## config.mk

```make
export PLATFORM = sky130hd
export DESIGN_NAME = rvb_pcpi_host
export DESIGN_NICKNAME = d
export VERILOG_FILES = /design/src/rtl/rvb_pcpi_pkg.sv /design/src/rtl/rvb_pcpi_host_timer.sv /design/src/rtl/rvb_pcpi_host.sv
export SDC_FILE = /design/constraint.sdc
export NUM_CORES = 1
export LEC_CHECK = 0
export CORE_MARGIN = 4
export CORE_UTILIZATION = 35
export DETAILED_ROUTE_END_ITERATION = 8
export GPL_TIMING_DRIVEN = 0
export HOLD_SLACK_MARGIN = 0.15
export MAX_ROUTING_LAYER = met4
export PLACE_DENSITY = 0.84
export SETUP_SLACK_MARGIN = 0.2
export SLEW_MARGIN = 20
export SYNTH_ARGS = -nofsm -noshare
export SYNTH_HDL_FRONTEND = slang
export SYNTH_SLANG_ARGS = --single-unit
```

## constraint.sdc

```tcl
create_clock -name clock -period 2.1 [get_ports clock]
set_clock_uncertainty 0.15 [all_clocks]
set_input_delay 0.315 -clock clock [delete_from_list [all_inputs] [get_ports clock]]
set_output_delay 0.315 -clock clock [all_outputs]
set_load 0.02 [all_outputs]
```

## src/rtl/rvb_pcpi_pkg.sv

```systemverilog
// Shared definitions for the PCPI host and bench-side responder models.
package rvb_pcpi_pkg;

   localparam int unsigned PCPI_TIMEOUT_DEFAULT  = 16;
   localparam int unsigned PCPI_WATCHDOG_DEFAULT = 1024;

   typedef enum logic [1:0] {
      StIdle,
      StIssue,
      StResp
   } pcpi_host_state_e;

   // Bits needed to count from 0 up to and including limit.
   function automatic int unsigned host_cnt_width(input int unsigned limit);
      return $clog2(limit + 1);
   endfunction

endpackage

```

## src/rtl/rvb_pcpi_host_timer.sv

```systemverilog
// Clear/enable saturating cycle counter with hit flags at TimeoutVal-1 and WatchdogVal-1.
module rvb_pcpi_host_timer #(
   parameter int unsigned CntW        = 5,
   parameter int unsigned TimeoutVal  = 16,
   parameter int unsigned WatchdogVal = 1024
) (
   input  logic clock_i,
   input  logic reset_i,
   input  logic clr_i,
   input  logic en_i,
   output logic timeout_hit_o,
   output logic watchdog_hit_o
);

   logic [CntW-1:0] cnt_q, cnt_d;

   // Next count: clear wins, otherwise count up and stick at all-ones.
   always_comb begin
      cnt_d = cnt_q;
      if (clr_i) begin
         cnt_d = '0;
      end else if (en_i && (cnt_q != '1)) begin
         cnt_d = cnt_q + CntW'(1);
      end
   end

   // Counter register.
   always_ff @(posedge clock_i) begin
      if (reset_i) begin
         cnt_q <= '0;
      end else begin
         cnt_q <= cnt_d;
      end
   end

   assign timeout_hit_o  = (cnt_q == CntW'(TimeoutVal - 1));
   assign watchdog_hit_o = (cnt_q == CntW'(WatchdogVal - 1));

endmodule

```

## src/rtl/rvb_pcpi_host.sv

```systemverilog
// PCPI initiator: accepts one instruction on din, issues it on PCPI, returns rd on dout.
// Unclaimed instructions are reported illegal after TIMEOUT cycles.
// Optional hard abort after WATCHDOG cycles when RVB_PCPI_HOST_WATCHDOG_EN is defined.
module rvb_pcpi_host
   import rvb_pcpi_pkg::*;
#(
   parameter int unsigned XLEN     = 32,
   parameter int unsigned TIMEOUT  = PCPI_TIMEOUT_DEFAULT,
   parameter int unsigned WATCHDOG = PCPI_WATCHDOG_DEFAULT
) (
   input  logic            clock,
   input  logic            reset,
   input  logic            din_valid,
   output logic            din_ready,
   input  logic [31:0]     din_insn,
   input  logic [XLEN-1:0] din_rs1,
   input  logic [XLEN-1:0] din_rs2,
   input  logic [XLEN-1:0] din_rs3,
   output logic            dout_valid,
   input  logic            dout_ready,
   output logic [XLEN-1:0] dout_rd,
   output logic            dout_wr,
   output logic            dout_illegal,
   output logic            dout_timeout,
   output logic            pcpi_valid,
   output logic [31:0]     pcpi_insn,
   output logic [XLEN-1:0] pcpi_rs1,
   output logic [XLEN-1:0] pcpi_rs2,
   output logic [XLEN-1:0] pcpi_rs3,
   input  logic            pcpi_wr,
   input  logic [XLEN-1:0] pcpi_rd,
   input  logic            pcpi_wait,
   input  logic            pcpi_ready
);

`ifdef RVB_PCPI_HOST_WATCHDOG_EN
   localparam int unsigned CntW = host_cnt_width(WATCHDOG);
`else
   localparam int unsigned CntW = host_cnt_width(TIMEOUT);
`endif

   pcpi_host_state_e state_q, state_d;

   logic [31:0]     insn_q;
   logic [XLEN-1:0] rs1_q, rs2_q, rs3_q;
   logic [XLEN-1:0] rd_q, rd_d;
   logic            wr_q, wr_d;
   logic            illegal_q, illegal_d;
   logic            timeout_q, timeout_d;
   logic            seen_wait_q, seen_wait_d;

   logic din_hs;
   logic timeout_hit;
   logic watchdog_hit;

   assign din_ready  = (state_q == StIdle);
   assign din_hs     = din_valid && din_ready;
   assign pcpi_valid = (state_q == StIssue);
   assign dout_valid = (state_q == StResp);

   assign pcpi_insn    = insn_q;
   assign pcpi_rs1     = rs1_q;
   assign pcpi_rs2     = rs2_q;
   assign pcpi_rs3     = rs3_q;
   assign dout_rd      = rd_q;
   assign dout_wr      = wr_q;
   assign dout_illegal = illegal_q;
   assign dout_timeout = timeout_q;

   rvb_pcpi_host_timer #(
      .CntW        (CntW),
      .TimeoutVal  (TIMEOUT),
      .WatchdogVal (WATCHDOG)
   ) u_timer (
      .clock_i        (clock),
      .reset_i        (reset),
      .clr_i          (din_hs),
      .en_i           (pcpi_valid),
      .timeout_hit_o  (timeout_hit),
      .watchdog_hit_o (watchdog_hit)
   );

`ifndef RVB_PCPI_HOST_WATCHDOG_EN
   logic unused_watchdog;
   assign unused_watchdog = watchdog_hit;
`endif

   // Next-state and response capture.
   always_comb begin
      state_d     = state_q;
      rd_d        = rd_q;
      wr_d        = wr_q;
      illegal_d   = illegal_q;
      timeout_d   = timeout_q;
      seen_wait_d = seen_wait_q;
      unique case (state_q)
         StIdle: begin
            if (din_valid) begin
               seen_wait_d = 1'b0;
               state_d     = StIssue;
            end
         end
         StIssue: begin
            if (pcpi_wait) begin
               seen_wait_d = 1'b1;
            end
            // A result always beats an expiring timeout in the same cycle.
            if (pcpi_ready) begin
               rd_d      = pcpi_wr ? pcpi_rd : '0;
               wr_d      = pcpi_wr;
               illegal_d = 1'b0;
               timeout_d = 1'b0;
               state_d   = StResp;
            end else if (!seen_wait_q && !pcpi_wait && timeout_hit) begin
               rd_d      = '0;
               wr_d      = 1'b0;
               illegal_d = 1'b1;
               timeout_d = 1'b0;
               state_d   = StResp;
`ifdef RVB_PCPI_HOST_WATCHDOG_EN
            end else if (watchdog_hit) begin
               // Abort even a claimed instruction; the responder needs a reset afterwards.
               rd_d      = '0;
               wr_d      = 1'b0;
               illegal_d = 1'b0;
               timeout_d = 1'b1;
               state_d   = StResp;
`endif
            end
         end
         StResp: begin
            if (dout_ready) begin
               state_d = StIdle;
            end
         end
         default: begin
            state_d = StIdle;
         end
      endcase
   end

   // Control and response registers.
   always_ff @(posedge clock) begin
      if (reset) begin
         state_q     <= StIdle;
         rd_q        <= '0;
         wr_q        <= 1'b0;
         illegal_q   <= 1'b0;
         timeout_q   <= 1'b0;
         seen_wait_q <= 1'b0;
      end else begin
         state_q     <= state_d;
         rd_q        <= rd_d;
         wr_q        <= wr_d;
         illegal_q   <= illegal_d;
         timeout_q   <= timeout_d;
         seen_wait_q <= seen_wait_d;
      end
   end

   // Instruction and operand capture on the din handshake.
   always_ff @(posedge clock) begin
      if (reset) begin
         insn_q <= '0;
         rs1_q  <= '0;
         rs2_q  <= '0;
         rs3_q  <= '0;
      end else if (din_hs) begin
         insn_q <= din_insn;
         rs1_q  <= din_rs1;
         rs2_q  <= din_rs2;
         rs3_q  <= din_rs3;
      end
   end

endmodule
```

Word-level counts from Yosys, hierarchy flattened
Index checks and enable logic that the tools add are counted.

Flip-flop bits (word level): 171. Latch bits: 0. Bits in writable memories: 0. Bits in read-only memories: 0. Word-level logic and storage cells: 49. Memories: 0.

$add $sub $neg: 1. Multipliers: 0. Divide/modulo/power cells: 0. Order comparisons: 0. Eq/ne operators: 8. Shift operators: 0. Muxes and demuxes: 16. Bitwise operators: 0. Reduce and logical (&&, ||, !) cells: 13.

Operator list (number): 32-bit 2-to-1 mux (3); 2-bit 2-to-1 mux (4); 1-bit 2-to-1 mux (7); 2-bit case mux with 3 select lines (1); 3-bit AND reduction (2); 5-bit by 1-bit adder with 5-bit output (second input constant) (1); 5-bit by 4-bit == test with 1-bit output (second input constant) (1); 5-bit != test (second input constant) (1); 1-bit logical AND (4); 2-bit != test (second input constant) (2); 2-bit nonzero test (2); 3-bit != test (second input constant) (1); 2-bit by 1-bit == test with 1-bit output (second input constant) (1); 2-bit == test (second input constant) (1); 1-bit logical NOT (2); 2-bit logical NOT (1); 2-bit by 1-bit != test with 1-bit output (second input constant) (1); 1-bit case mux with 2 select lines (1); 2-bit AND reduction (1); 2-bit OR reduction (1).

Depth between registers and ports, before layout
Gate-level depths: netlist (run 1).

Word-level depth: 6. Mapped depth: 8. Gate-level depth less buffers: 6.

Modules after synthesis
From an unflattened synthesis (run 1), not the netlist that was laid out.

Cells, all modules: 688. Area, all modules: 6000.8 um^2.

Modules (own cells, without submodules): rvb_pcpi_host (times used 1, cells an instance 661, area an instance 5746.8 um^2, sequential area each 3303.2 um^2); rvb_pcpi_host_timer (times used 1, cells an instance 27, area an instance 254.0 um^2, sequential area each 100.1 um^2).

Worst setup path before layout (run 1)
OpenSTA, ideal clock, no wires.

Path kind: flip-flop to flip-flop. From: register u_timer.cnt_q[0]. To: register rd_q[21] (netlist: dout_rd[21]). Library setup time: 118 ps. Data arrival time: 1846 ps. Data required time: 1832 ps. Setup slack: -14 ps. Stages on the path, launching flop included: 9. Buffers on the path: 2. Cells stage by stage: dfxtp_1 -> ha_1 -> and3_1 -> ha_1 -> or3b_4 -> a21o_1 -> buf_6 -> buf_8 -> a32o_2.

Word-level cells in the longest chain between the ends: 4.

Ends and longest elaborated chain: start: declaration (RTL line rvb_pcpi_host_timer.sv:15) `logic [CntW-1:0] cnt_q, cnt_d;`; start signal: assignment (RTL line rvb_pcpi_host_timer.sv:32) `cnt_q <= cnt_d;`; 5-bit by 4-bit == test with 1-bit output (RTL line rvb_pcpi_host_timer.sv:36) `assign timeout_hit_o = (cnt_q == CntW'(TimeoutVal - 1));`; 1-bit logical AND (RTL line rvb_pcpi_host.sv:114) `end else if (!seen_wait_q && !pcpi_wait && timeout_hit) begin`; 2-bit nonzero test (no line); 2-bit AND reduction (no line); end signal: assignment (RTL line rvb_pcpi_host.sv:153) `rd_q <= rd_d;`; end: declaration (RTL line rvb_pcpi_host.sv:46) `logic [XLEN-1:0] rd_q, rd_d;`.

No other way between the ends. A chain may end at the register's enable or synchronous reset.

Worst setup path in the final report (run 1)
From: register u_timer.cnt_q[1]. To: register rd_q[22] (netlist: dout_rd[22]).

Same word-level chain as after synthesis.

==> results.tsv, run 1 <==
metric	value	unit
outcome	finished, violations left	
failing checks	negative setup slack	
post-synthesis cell count	687	
Pleak	4.13	nW
top achievable clock speed	0.473	GHz
number of port buffers	330	
Primary FF master, synth	dfxtp_1	
Synth Cell Area	5920	µm²
average routed wire per standard cell	15.9	µm
Final ANT Viol Nets	0	
# DRC	0	
gr usage total	0.211	
Gate power share	0.181	
initial antenna violation count	0	
Internal	5.86	mW
post-place setup slack	-337	ps
initial DRC count	245	
Syn Area/Cell	8.61	µm²
Final Util	0.613	
Vias/cell	4.79	
clock tree buffer depth	2	
Clk pin slew, worst setup/hold paths	60	ps
Worst EP required	2260	ps
largest net degree at the start of global routing	17	
hold_buf cts	0	
final setup vio count	11	
Final WS setup	-15.2	ps
Clock Power Share	0.379	
Final Wtd Congestion	0.872	
First-pass DRT Iterations	4	
Post-Synth XOR/XNOR Area	0.00296	
Core ar.	16600	µm²
WP buf/inv	2	
Seq pwr share	0.440	
CTS tree	done	
maximum VDD drop	0.546	mV
CP Class	reg2reg	
compound-cell area share of the yosys netlist	0.178	
Yosys cell types	34	
TritonCTS buffer count	17	
later-pin clock latency in the skew report	420	ps
first-pass GRT wire length	31400	µm
crit-path max FO	10	
Hold/Removal Path Class	in2reg	
CP endpoint kind	register	
dpl hpwl	15500	µm
mux share of post-synthesis cell area	0	
unrepaired setup endpoints after global routing	yes	
Synth area leader	dfxtp_1	
initial core utilization	0.357	
asr flop ratio synth	0	
die area	19000	µm²
Tmin final	2120	ps
site row count	47	
WP data arrival	2280	ps
YS warnings	0	
final period utilization	1.01	
H-tree lvl count	4	
cell mode on critical path	ha_4	
Die X	138	µm
EDFF count, synth	0	
Congestion Overflow GR	0	
Synth Area in Adders	0.00635	
slew margin rel.	0.439	
via count	6084	
NetSw	2.11	mW
total power	7.97	mW
diode count	0	
clock sink total	170	
Seq/Total Area, Yosys	0.575	
critical path launch point type	register	
Synth top area share	0.575	
final count of hold timing violations	0	
switch share	0.265	
# IOs	333	
Simple-Gate Fraction of Synth Area	0.185	
Area Growth Syn to Fin	72.0	%
layout cells sized above 1	0.0847	
flops & latches, synth	170	
syn nets	857	
Synth area leaders	dfxtp_1 (58%), nand2_1 (16%), a21oi_1 (11%)	
maxcap violations	0	
Power Dens Cells	783	nW/µm²
Root Buffer	clkbuf_16	
Die Y	138	µm
Worst-Margin Slew	841	ps
WHS	284	ps
routed wire length	20200	µm
fillcell total	1476	
Crit-path slowest cell	dfxtp_2	
Cell Chain, Critical Path	ha_4 -> and3_4 -> ha_4 -> or3b_4 -> a21o_1 -> buf_6 -> buf_8 -> a32o_2	
CP max stage delay	360	ps
Top Family by Delay on Critical Path	simple AND/OR/NAND/NOR gates	
Slew Viols, Final	0	
vias in the first global route	6004	
# nets final	1210	
largest family of logic cells by synthesized area	simple AND/OR/NAND/NOR gates	
-- registers in the layout, summed over array words and instances (netlist names) --
name and cells:
pcpi_insn 32, pcpi_rs1 32, pcpi_rs3 32, seen_wait_q 1, u_timer.cnt_q 5, state_q 2
pcpi_rs2 32, dout_wr 1, dout_rd 32, dout_illegal 1
-- routing by layer --
layer	routed length, µm	vias up	track usage
li1	-	2990	-
met1	8140	2815	0.238
met2	10100	246	0.356
met3	1520	33	0.0673
met4	445	0	0.0666
met5	0	-	-
-- synthesized netlist by cell type (2+ instances only) --
library cell,instances
nand2b_1,2
inv_1,4
a211oi_1,2
a21oi_1,132
dfxtp_1,170
nor2_1,6
xnor2_1,2
o21ai_0,2
buf_8,3
nand3_1,2
ha_1,3
a32o_1,24
clkbuf_1,25
a32o_2,8
nor3b_1,2
nand2_1,258
buf_2,25
-- power by group through the flow --
stage               logic [mW]  clock network [mW]  registers, mW
floorplan                0.411                   0           3.78
global route              1.55                3.24           3.52
detailed placement        1.45                   0           3.58
global placement          1.43                   0           3.57
finish                    1.44                3.02           3.51
CTS                       1.46                3.09           3.51
-- cell usage in the layout (no fill, tap or decap), types with 2 or more instances in the layout --
master and instances:
clkbuf_2 2, xnor2_1 2, inv_2 2, dlygate4sd2_1 4, dlymetal6s2s_1 18, nand2_1 258, a211oi_1 2, buf_6 2
a21oi_1 131, a32o_2 8, a32o_1 24, clkbuf_16 17, clkbuf_8 3, clkdlybuf4s50_1 306, nand3_1 2, ha_4 2
dfxtp_2 4, o21ai_0 2, buf_4 5, inv_1 3, nor2_1 6, clkinvlp_4 3, clkbuf_1 25, buf_8 3
dfxtp_1 166, buf_2 26, clkinv_4 3
-- repair_timing --
item | CTS | global route
endpoints found under the hold margin | 0 | 0
pin swaps | 2 | 3
gates resized for setup | 17 | 22
setup buffers | 3 | 1
setup endpoints to repair | 153 | 147
gates cloned | 0 | 0
-- worst paths after layout --
path                          from            end  slack (ps)  cells past startpoint
setup / recovery  u_timer.cnt_q[1]    dout_rd[22]         -20                      8
hold / removal         din_rs1[18]   pcpi_rs1[18]         280                      3
setup reg to reg  u_timer.cnt_q[1]    dout_rd[22]         -20                      8
hold reg to reg      pcpi_insn[18]  pcpi_insn[18]         300                      2
-- final cells by class --
| type | instances | area (µm²) | area share |
|---|---|---|---|
| Buffer | 56 | 295 | 0.0290 |
| Clock buffer | 21 | 470 | 0.0462 |
| Clock inverter | 9 | 92.6 | 0.00910 |
| Inverter | 5 | 18.8 | 0.00185 |
| Multi-Input combinational cell | 456 | 2250 | 0.221 |
| Sequential cell | 170 | 3410 | 0.335 |
| Tap cell | 220 | 275 | 0.0271 |
| Timing Repair Buffer | 334 | 3360 | 0.331 |
-- tightest hold or removal path, cell delays in order --
cell             delay (ps)
clkdlybuf4s50_1         390
nand2_1                  50
a21oi_1                  50
-- cells by family (layout without fill, tap and decap cells) --
group           count (synthesis)  after routing
buf+inv                        61            425
compound gates                172            172
other cells                     1              1
xor+xnor                        2              2
simple gates                  278            278
flops                         170            170
fa+ha+maj                       3              3
-- per-stage QoR --
| step | setup TNS [ps] | std cells | cell area (µm²) |
|---|---|---|---|
| 2_1_floorplan | 0 | 687 | 5950 |
| 3_3_place_gp | -27800 | 1237 | 9530 |
| 3_5_place_dp | -31450 | 1237 | 9530 |
| 4_1_cts | -252 | 1270 | 10100 |
| 5_1_grt | -1650 | 1271 | 10200 |
| 6_report | -90.8 | 1271 | 10200 |
Note: power is estimated with default switching activity, not from simulation.
==> inputs of run 2 (changes only) <==
- GPL_ROUTABILITY_DRIVEN: default -> 0
==> results of run 2 <==
No change in the layout: final DEF, timing and power equal those of run 1.
